===== src/rtl/nes_pad_if.sv =====
// nes_pad_if: pad-side serial lines and CPU-side button byte of nes_pad_reader.
// With NES_PAD_EDGE_EN defined the bundle also carries btn_press.
interface nes_pad_if;
    logic       pad_serial;
    logic       pad_latch;
    logic       pad_clk;
    logic [7:0] controller_data;
    logic       data_valid;
`ifdef NES_PAD_EDGE_EN
    logic [7:0] btn_press;
`endif

    modport master (
        input  pad_serial,
`ifdef NES_PAD_EDGE_EN
        output btn_press,
`endif
        output pad_latch,
        output pad_clk,
        output controller_data,
        output data_valid
    );

    modport slave (
        output pad_serial,
`ifdef NES_PAD_EDGE_EN
        input  btn_press,
`endif
        input  pad_latch,
        input  pad_clk,
        input  controller_data,
        input  data_valid
    );
endinterface


===== src/rtl/nes_pad_reader.sv =====
// nes_pad_reader: polls an NES serial game pad and presents a stable active-high button byte.
// Define NES_PAD_EDGE_EN to add btn_press (buttons newly pressed since the previous scan).
module nes_pad_reader #(
    parameter int HALF     = 4,
    parameter int POLL_GAP = 16
) (
    input  logic      clk,
    input  logic      reset,
    nes_pad_if.master pad
);
    localparam int MAX_CNT = (2 * HALF > POLL_GAP) ? 2 * HALF : POLL_GAP;
    localparam int CNT_W   = $clog2(MAX_CNT + 1);
    localparam logic [CNT_W-1:0] GAP_LAST   = CNT_W'(POLL_GAP - 1);
    localparam logic [CNT_W-1:0] LATCH_LAST = CNT_W'(2 * HALF - 1);
    localparam logic [CNT_W-1:0] HALF_LAST  = CNT_W'(HALF - 1);

    typedef enum logic [2:0] {IDLE, LATCH, LOW, HIGH, DONE} state_t;

    state_t           state, state_next;
    logic [CNT_W-1:0] cnt, cnt_next;
    logic [2:0]       idx, idx_next;
    logic [7:0]       shift_reg, shift_next;
    logic             sync_p0, sync_p1;
    logic             latch_q, latch_next;
    logic             sclk_q, sclk_next;
    logic             valid_q, valid_next;
    logic [7:0]       data_q, data_next;
`ifdef NES_PAD_EDGE_EN
    logic [7:0]       press_q, press_next;
`endif

    always_ff @(posedge clk) begin
        if (reset) begin
            state     <= IDLE;
            cnt       <= '0;
            idx       <= '0;
            shift_reg <= '0;
            sync_p0   <= 1'b1;
            sync_p1   <= 1'b1;
            latch_q   <= 1'b0;
            sclk_q    <= 1'b0;
            valid_q   <= 1'b0;
            data_q    <= '0;
`ifdef NES_PAD_EDGE_EN
            press_q   <= '0;
`endif
        end else begin
            state     <= state_next;
            cnt       <= cnt_next;
            idx       <= idx_next;
            shift_reg <= shift_next;
            sync_p0   <= pad.pad_serial;
            sync_p1   <= sync_p0;
            latch_q   <= latch_next;
            sclk_q    <= sclk_next;
            valid_q   <= valid_next;
            data_q    <= data_next;
`ifdef NES_PAD_EDGE_EN
            press_q   <= press_next;
`endif
        end
    end

    // Outputs are decoded from the next state so the pad lines are clean register outputs.
    always_comb begin
        state_next = state;
        cnt_next   = cnt + 1'b1;
        idx_next   = idx;
        shift_next = shift_reg;
        unique case (state)
            IDLE: begin
                if (cnt == GAP_LAST) begin
                    state_next = LATCH;
                    cnt_next   = '0;
                end
            end
            LATCH: begin
                if (cnt == LATCH_LAST) begin
                    state_next = LOW;
                    cnt_next   = '0;
                    idx_next   = '0;
                end
            end
            LOW: begin
                if (cnt == HALF_LAST) begin
                    shift_next[idx] = ~sync_p1;
                    cnt_next        = '0;
                    state_next      = (idx == 3'd7) ? DONE : HIGH;
                end
            end
            HIGH: begin
                if (cnt == HALF_LAST) begin
                    idx_next   = idx + 3'd1;
                    cnt_next   = '0;
                    state_next = LOW;
                end
            end
            DONE: begin
                state_next = IDLE;
                cnt_next   = '0;
            end
            default: begin
                state_next = IDLE;
                cnt_next   = '0;
            end
        endcase

        latch_next = (state_next == LATCH);
        sclk_next  = (state_next == HIGH);
        valid_next = (state_next == DONE);
        data_next  = (state_next == DONE) ? shift_next : data_q;
`ifdef NES_PAD_EDGE_EN
        press_next = (state_next == DONE) ? (shift_next & ~data_q) : 8'h00;
`endif
    end

    assign pad.pad_latch       = latch_q;
    assign pad.pad_clk         = sclk_q;
    assign pad.data_valid      = valid_q;
    assign pad.controller_data = data_q;
`ifdef NES_PAD_EDGE_EN
    assign pad.btn_press       = press_q;
`endif
endmodule


===== src/flat_wrapper.sv =====
// flat-port wrapper written by rule: the top's interface ports become plain ports
module nes_pad_reader_flat 
#(
    parameter int HALF     = 4,
    parameter int POLL_GAP = 16
)
  (clk, reset, pad_pad_serial, pad_pad_latch, pad_pad_clk, pad_controller_data, pad_data_valid);
  nes_pad_if pad_i ();
  input  logic clk;
  input  logic reset;
  input wire logic [$bits(pad_i.pad_serial)-1:0] pad_pad_serial;
  output wire logic [$bits(pad_i.pad_latch)-1:0] pad_pad_latch;
  output wire logic [$bits(pad_i.pad_clk)-1:0] pad_pad_clk;
  output wire logic [$bits(pad_i.controller_data)-1:0] pad_controller_data;
  output wire logic [$bits(pad_i.data_valid)-1:0] pad_data_valid;
  assign pad_i.pad_serial = pad_pad_serial;
  assign pad_pad_latch = pad_i.pad_latch;
  assign pad_pad_clk = pad_i.pad_clk;
  assign pad_controller_data = pad_i.controller_data;
  assign pad_data_valid = pad_i.data_valid;
  nes_pad_reader #(.HALF(HALF), .POLL_GAP(POLL_GAP)) u_core (.clk(clk), .reset(reset), .pad(pad_i));
endmodule

===== config.mk =====
export PLATFORM = sky130hd
export DESIGN_NAME = nes_pad_reader_flat
export DESIGN_NICKNAME = d
export VERILOG_FILES = /design/src/rtl/nes_pad_if.sv /design/src/rtl/nes_pad_reader.sv /design/src/flat_wrapper.sv
export SDC_FILE = /design/constraint.sdc
export NUM_CORES = 1
export LEC_CHECK = 0
export CORE_MARGIN = 5
export CORE_UTILIZATION = 35
export DETAILED_ROUTE_END_ITERATION = 10
export GPL_TIMING_DRIVEN = 0
export HOLD_SLACK_MARGIN = 0.08
export PLACE_DENSITY = 0.61
export SETUP_SLACK_MARGIN = 0.3
export SLEW_MARGIN = 10
export SYNTH_ARGS = -nofsm -noshare
export SYNTH_HDL_FRONTEND = slang
export SYNTH_SLANG_ARGS = --single-unit
export TNS_END_PERCENT = 100

===== constraint.sdc =====
create_clock -name clk -period 3.8 [get_ports clk]
set_input_delay 0.76 -clock clk [delete_from_list [all_inputs] [get_ports clk]]
set_output_delay 0.76 -clock clk [all_outputs]
set_load 0.01 [all_outputs]

Word level (Yosys, flattened, before mapping)
Index checks and enable logic that the tools add are counted.
{ "op_classes": {"add_sub_neg": 2, "order_cmp": 2, "n_eq_ne": 12, "n_mux": 18, "bitwise_logic": 1, "reduce_logical": 5} }
{ "op_table": {"columns": ["operator", "n"], "rows": [
  ["3-bit 2-to-1 mux", 7],
  ["8-bit 2-to-1 mux", 2],
  ["5-bit 2-to-1 mux", 3],
  ["5-bit case mux with 3 select lines", 1],
  ["3-bit case mux with 4 select lines", 1],
  ["3-bit by 2-bit equality test with 1-bit output (second input constant)", 3],
  ["8-bit bitwise mux", 1],
  ["3-bit by 1-bit equality test with 1-bit output (second input constant)", 2],
  ["3-bit equality test (second input constant)", 2],
  ["3-bit case mux with 2 select lines", 1],
  ["5-bit by 1-bit adder with 5-bit output (second input constant)", 1],
  ["5-bit by 2-bit equality test with 1-bit output (second input constant)", 1],
  ["5-bit by 3-bit equality test with 1-bit output (second input constant)", 1],
  ["5-bit by 4-bit equality test with 1-bit output (second input constant)", 1],
  ["3-bit by 4-bit < comparator with 1-bit output (second input constant)", 1],
  ["2-bit by 1-bit != test with 1-bit output (second input constant)", 2],
  ["3-bit by 1-bit adder with 3-bit output (second input constant)", 1],
  ["1-bit demux with 3-bit select", 1],
  ["3-bit by 1-bit >= comparator with 1-bit output (second input constant)", 1],
  ["3-bit logical NOT", 1],
  ["3-bit AND reduction", 1],
  ["2-bit nonzero test", 1],
  ["2-bit OR reduction", 1],
  ["1-bit logical AND", 1],
  ["2 further kinds", 2]
]} }
{ "totals": {"regBits": 32, "elab_cells": 50} }

Depth between registers and ports, before layout
{ "depth": {"depth_word": 7, "mapped_depth": 7, "ltp_nobuf": 7} }

Least setup slack after synthesis
No wires, ideal clock.
{ "synth_path": {"kind": "register to register", "startpoint": "register u_core.cnt[0]", "endpoint": "register u_core.data_q[0] (netlist: u_core.pad.controller_data[0])", "arrival_time_ns": 1.913, "t_required_ns": 3.709, "path_slack_ns": 1.796, "path_stages_with_launch": 6, "path_buffers": 1, "synth_period_minus_slack_ns": 2.004, "path_cell_list": "dfxtp_1 > ha_1 > or4b_1 > buf_2 > or4_1 > a311oi_1"} }
{ "synth_between": {"elab_chain_cells": 4, "elab_cells_between_ends": 11, "cone_classes": "4 x eq/ne; 7 x mux"} }
{ "synth_lines": {"columns": ["element", "line", "rtl"], "rows": [
  ["from (decl)", "nes_pad_reader.sv:20", "logic [CNT_W-1:0] cnt, cnt_next;"],
  ["from (signal assigned)", "nes_pad_reader.sv:49", "cnt <= cnt_next;"],
  ["5-bit by 2-bit equality test with 1-bit output, or another cell as far along", "nes_pad_reader.sv:85, nes_pad_reader.sv:92", null],
  ["3-bit 2-to-1 mux (on tied branches)", null, null],
  ["3-bit case mux with 4 select lines", "nes_pad_reader.sv:70", "unique case (state)"],
  ["3-bit equality test", "nes_pad_reader.sv:111", "data_next = (state_next == DONE) ? shift_next : data_q;"],
  ["to (signal assigned)", "nes_pad_reader.sv:57", "data_q <= data_next;"],
  ["to (decl)", "nes_pad_reader.sv:27", "logic [7:0] data_q, data_next;"]
]} }
Parallel ways exist; a longest one is shown, timed or not.
A chain may end at the register's enable or synchronous reset.

Final worst setup path
{ "layout_path": {"startpoint": "register u_core.idx[1]", "endpoint": "register u_core.data_q[5] (netlist: u_core.pad.controller_data[5])"} }
{ "layout_between": {"elab_chain_cells": 7, "elab_cells_between_ends": 13, "cone_classes": "2 x order compare; 2 x eq/ne; 8 x mux; 1 x reduce/logical"} }
{ "layout_lines": {"columns": ["element", "line", "rtl"], "rows": [
  ["from (decl)", "nes_pad_reader.sv:21", "logic [2:0] idx, idx_next;"],
  ["from (signal assigned)", "nes_pad_reader.sv:50", "idx <= idx_next;"],
  ["3-bit by 4-bit < comparator with 1-bit output (implied by the code) / 3-bit by 1-bit >= comparator with 1-bit output (equally long branches)", "nes_pad_reader.sv:86", "shift_next[idx] = ~sync_p1;"],
  ["1-bit logical AND (implied by the code)", "nes_pad_reader.sv:86", null],
  ["1-bit 2-to-1 mux (implied by the code)", "nes_pad_reader.sv:86", null],
  ["1-bit demux with 3-bit select", null, null],
  ["8-bit bitwise mux", "nes_pad_reader.sv:86", null],
  ["8-bit 2-to-1 mux", "nes_pad_reader.sv:85", "if (cnt == HALF_LAST) begin"],
  ["8-bit 2-to-1 mux", "nes_pad_reader.sv:70", null]
]} }
Parallel ways exist; a longest one is shown, timed or not.

==> flow_summary_export.csv <==
group,metric,value,unit
status,outcome,"completed",
global_route,grt_util_all_layers,0.144,
routing,wirelength,3410,µm
critical_path,cp_max_fo,10,
clocking,clk_latency,0.29,ns
die,fp.dieW,74.5,µm
die,die_area,5550,µm²
die,core_area,4030,µm²
die,initial_utilization,0.361,
logic_synthesis,synthesis.instances,155,
routing,first_pass_iters,4,
logic_synthesis,yosysTopAreaCell,"dfxtp_1",
logic_synthesis,synth_warnings,0,
logic_synthesis,synth_flop_cell,"dfxtp_1",
sta,fmax,416,MHz
sta,fin_worst_skew,0.00488,ns
finish,layout.nets,183,
finish,stdcell_count,226,
logic_synthesis,ys_types,37,
clocking,htreeDepth,2,
logic_synthesis,synth_top_cell_area_share,0.440,
clocking,post_cts_resized,0,
clocking,cts_tree,"built",
logic_synthesis,synthTopCellsByArea,"dfxtp_1 44%, a21oi_1 7.2%, o31ai_1 6.2%, or4_1 5.2%, a311oi_1 4.8%",
sta,rsz0062_at_grt,"no",
placed_design,io_buffers,13,
clocking,cts_buffers,5,
logic_synthesis,async_reset_ff_frac,0,
finish,utilization,0.436,
logic_synthesis,synth_compound_area_frac,0.231,
sta,setup_tns,0,ns
critical_path,required,3.94,ns
logic_synthesis,synthMuxAreaShare,0.00688,
logic_synthesis,synth_top_family_by_area,"compound AO/OA/AOI/OAI gates",
clocking,cts_root_buf,"clkbuf_8",
critical_path,worstSetupPathType,"register to register",
clocking,hold_buffers,0,
logic_synthesis,yosysMostFrequentCell,"dfxtp_1",
logic_synthesis,syn_avg_cell_area,9.39,µm²
die,ios,14,
placed_design,gp_congestion,0.902,
logic_synthesis,yosys.area_share.xor_xnor,0.0120,
sta,slew_violations,0,
routing,vias_per_cell,5.68,
critical_path,cp.arrival,2.55,ns
critical_path,startpoint_type,"register",
finish,areaGrowthSynthToFinish,20.6,%
logic_synthesis,syn_nets,163,
sta,relSlewSlack,0.544,
sta,fin_crit_sh,0.633,
global_route,grt_pass1_vias,1281,
finish,antennaDiodeCount,0,
power_and_ir_drop,leakagePower,0.000550,µW
hold_path,min_path_type,"register to register",
clocking,cts.sinks,32,
sta,setup_viol,0,
placed_design,place_hpwl,2350,µm
sta,holdWs,0.402,ns
sta,hold_viol,0,
finish,drive_above_1_share,0.0852,
logic_synthesis,yosysSeqAreaShare,0.440,
logic_synthesis,synthSimpleGateAreaFrac,0.209,
power_and_ir_drop,power_density,393,nW/µm²
logic_synthesis,synth_fa_ha_area_frac,0.0430,
global_route,grt_pass1_wl,5890,µm
clocking,postCtsSetupBuffers,0,
global_route,grt_overflow,0,
routing,num_vias,1283,
power_and_ir_drop,ir_drop,0.000189,V
logic_synthesis,synth_seq_cells,32,
routing,wl_per_cell,15.1,µm
logic_synthesis,synth_edf_count,0,
sta,period_needed,2.41,ns
logic_synthesis,ys_top_cells_by_count,"32 x dfxtp_1, 21 x a21oi_1, 12 x o31ai_1",
routing,drtAntennaViolNets,0,
global_route,grt_max_degree,11,
logic_synthesis,syn_area,1460,µm²
flow_run,drv_cap,0,
clocking,cts.reportedPaths.clkPinSlew,0.07,ns
die,die_h,74.5,µm
placed_design,dp_cells,218,
sta,worst_pin_slew,0.675,ns
global_route,antenna_found_initial,0,
clocking,clockBufferDepth,2,
routing,drt-initial-drc-count,72,
die,num_rows,23,
critical_path,end_kind,"register",
routing,route.detailed.drc,0,
through the flow:
stage / total power (µW) / instance area (µm²) / setup WS, ns
floorplan: 365 / 1460 / 1.80
global placement: 375 / 1650 / 1.46
detailed placement: 376 / 1650 / 1.40
CTS: 698 / 1760 / 1.38
global route: 720 / 1760 / 1.17
finish: 689 / 1760 / 1.39
placed cells by master, fill, tap and decap left out, types with 3 or more instances in the layout:
cell type,instances
a311oi_1,8
a21oi_1,21
nand3_1,3
clkdlybuf4s50_1,13
o21ai_0,3
dfxtp_1,32
or4_1,10
nor2_1,8
nand2_1,3
ha_1,5
or2_2,3
clkbuf_8,5
inv_1,5
clkbuf_1,12
o31ai_1,12
path summary, 6_finish.rpt:
check	from	to	slack [ns]	cells past startpoint
setup reg to reg	u_core.idx[1]	u_core.pad.controller_data[5]	1.39	7
hold / removal	u_core.sync_p0	u_core.sync_p1	0.40	1
hold reg to reg	u_core.sync_p0	u_core.sync_p1	0.40	1
setup / recovery	u_core.idx[1]	u_core.pad.controller_data[5]	1.39	7
cell type report:
cell class,instances,area [µm²]
clock buffers,6,72.6
clock inverters,2,35.0
plain buffers,14,65.1
flip-flops and latches,32,641
fillers,400,2270
repair buffers,13,130
well taps,50,62.6
inverters,5,18.8
multi-input cells,104,731
metal layers:
metal / GRT usage / vias to the layer above / part of all wire / wire [µm]
met5: 0 / - / 0 / 0
met4: 0.0830 / 0 / 0.022 / 74
met3: 0.0446 / 7 / 0.069 / 234
met2: 0.235 / 37 / 0.48 / 1640
met1: 0.166 / 600 / 0.43 / 1460
li1: - / 639 / - / -
where the power goes:
part / internal (µW) / switching (µW) / leakage (µW)
logic: 8.96 / 17.5 / 0.000236
registers: 339 / 2.25 / 0.000259
clock network: 194 / 127 / 0.0000552
worst max-delay path: stages, from the launching register on:
cell and delay (ns):
dfxtp_1 0.45, ha_1 0.20, ha_1 0.19, nor4bb_1 0.29, clkbuf_1 0.40, and2_1 0.19, clkbuf_1 0.37, a311oi_1 0.17
kinds of logic after synthesis:
kind of cell | Yosys count
muxes | 1
buffers and inverters | 19
xor gates and xnor gates | 2
and+or+nand+nor | 46
DFF | 32
AOI/OAI and AO/OA | 50
adders and majority gates | 5
Power figures use the tool's default switching activity.
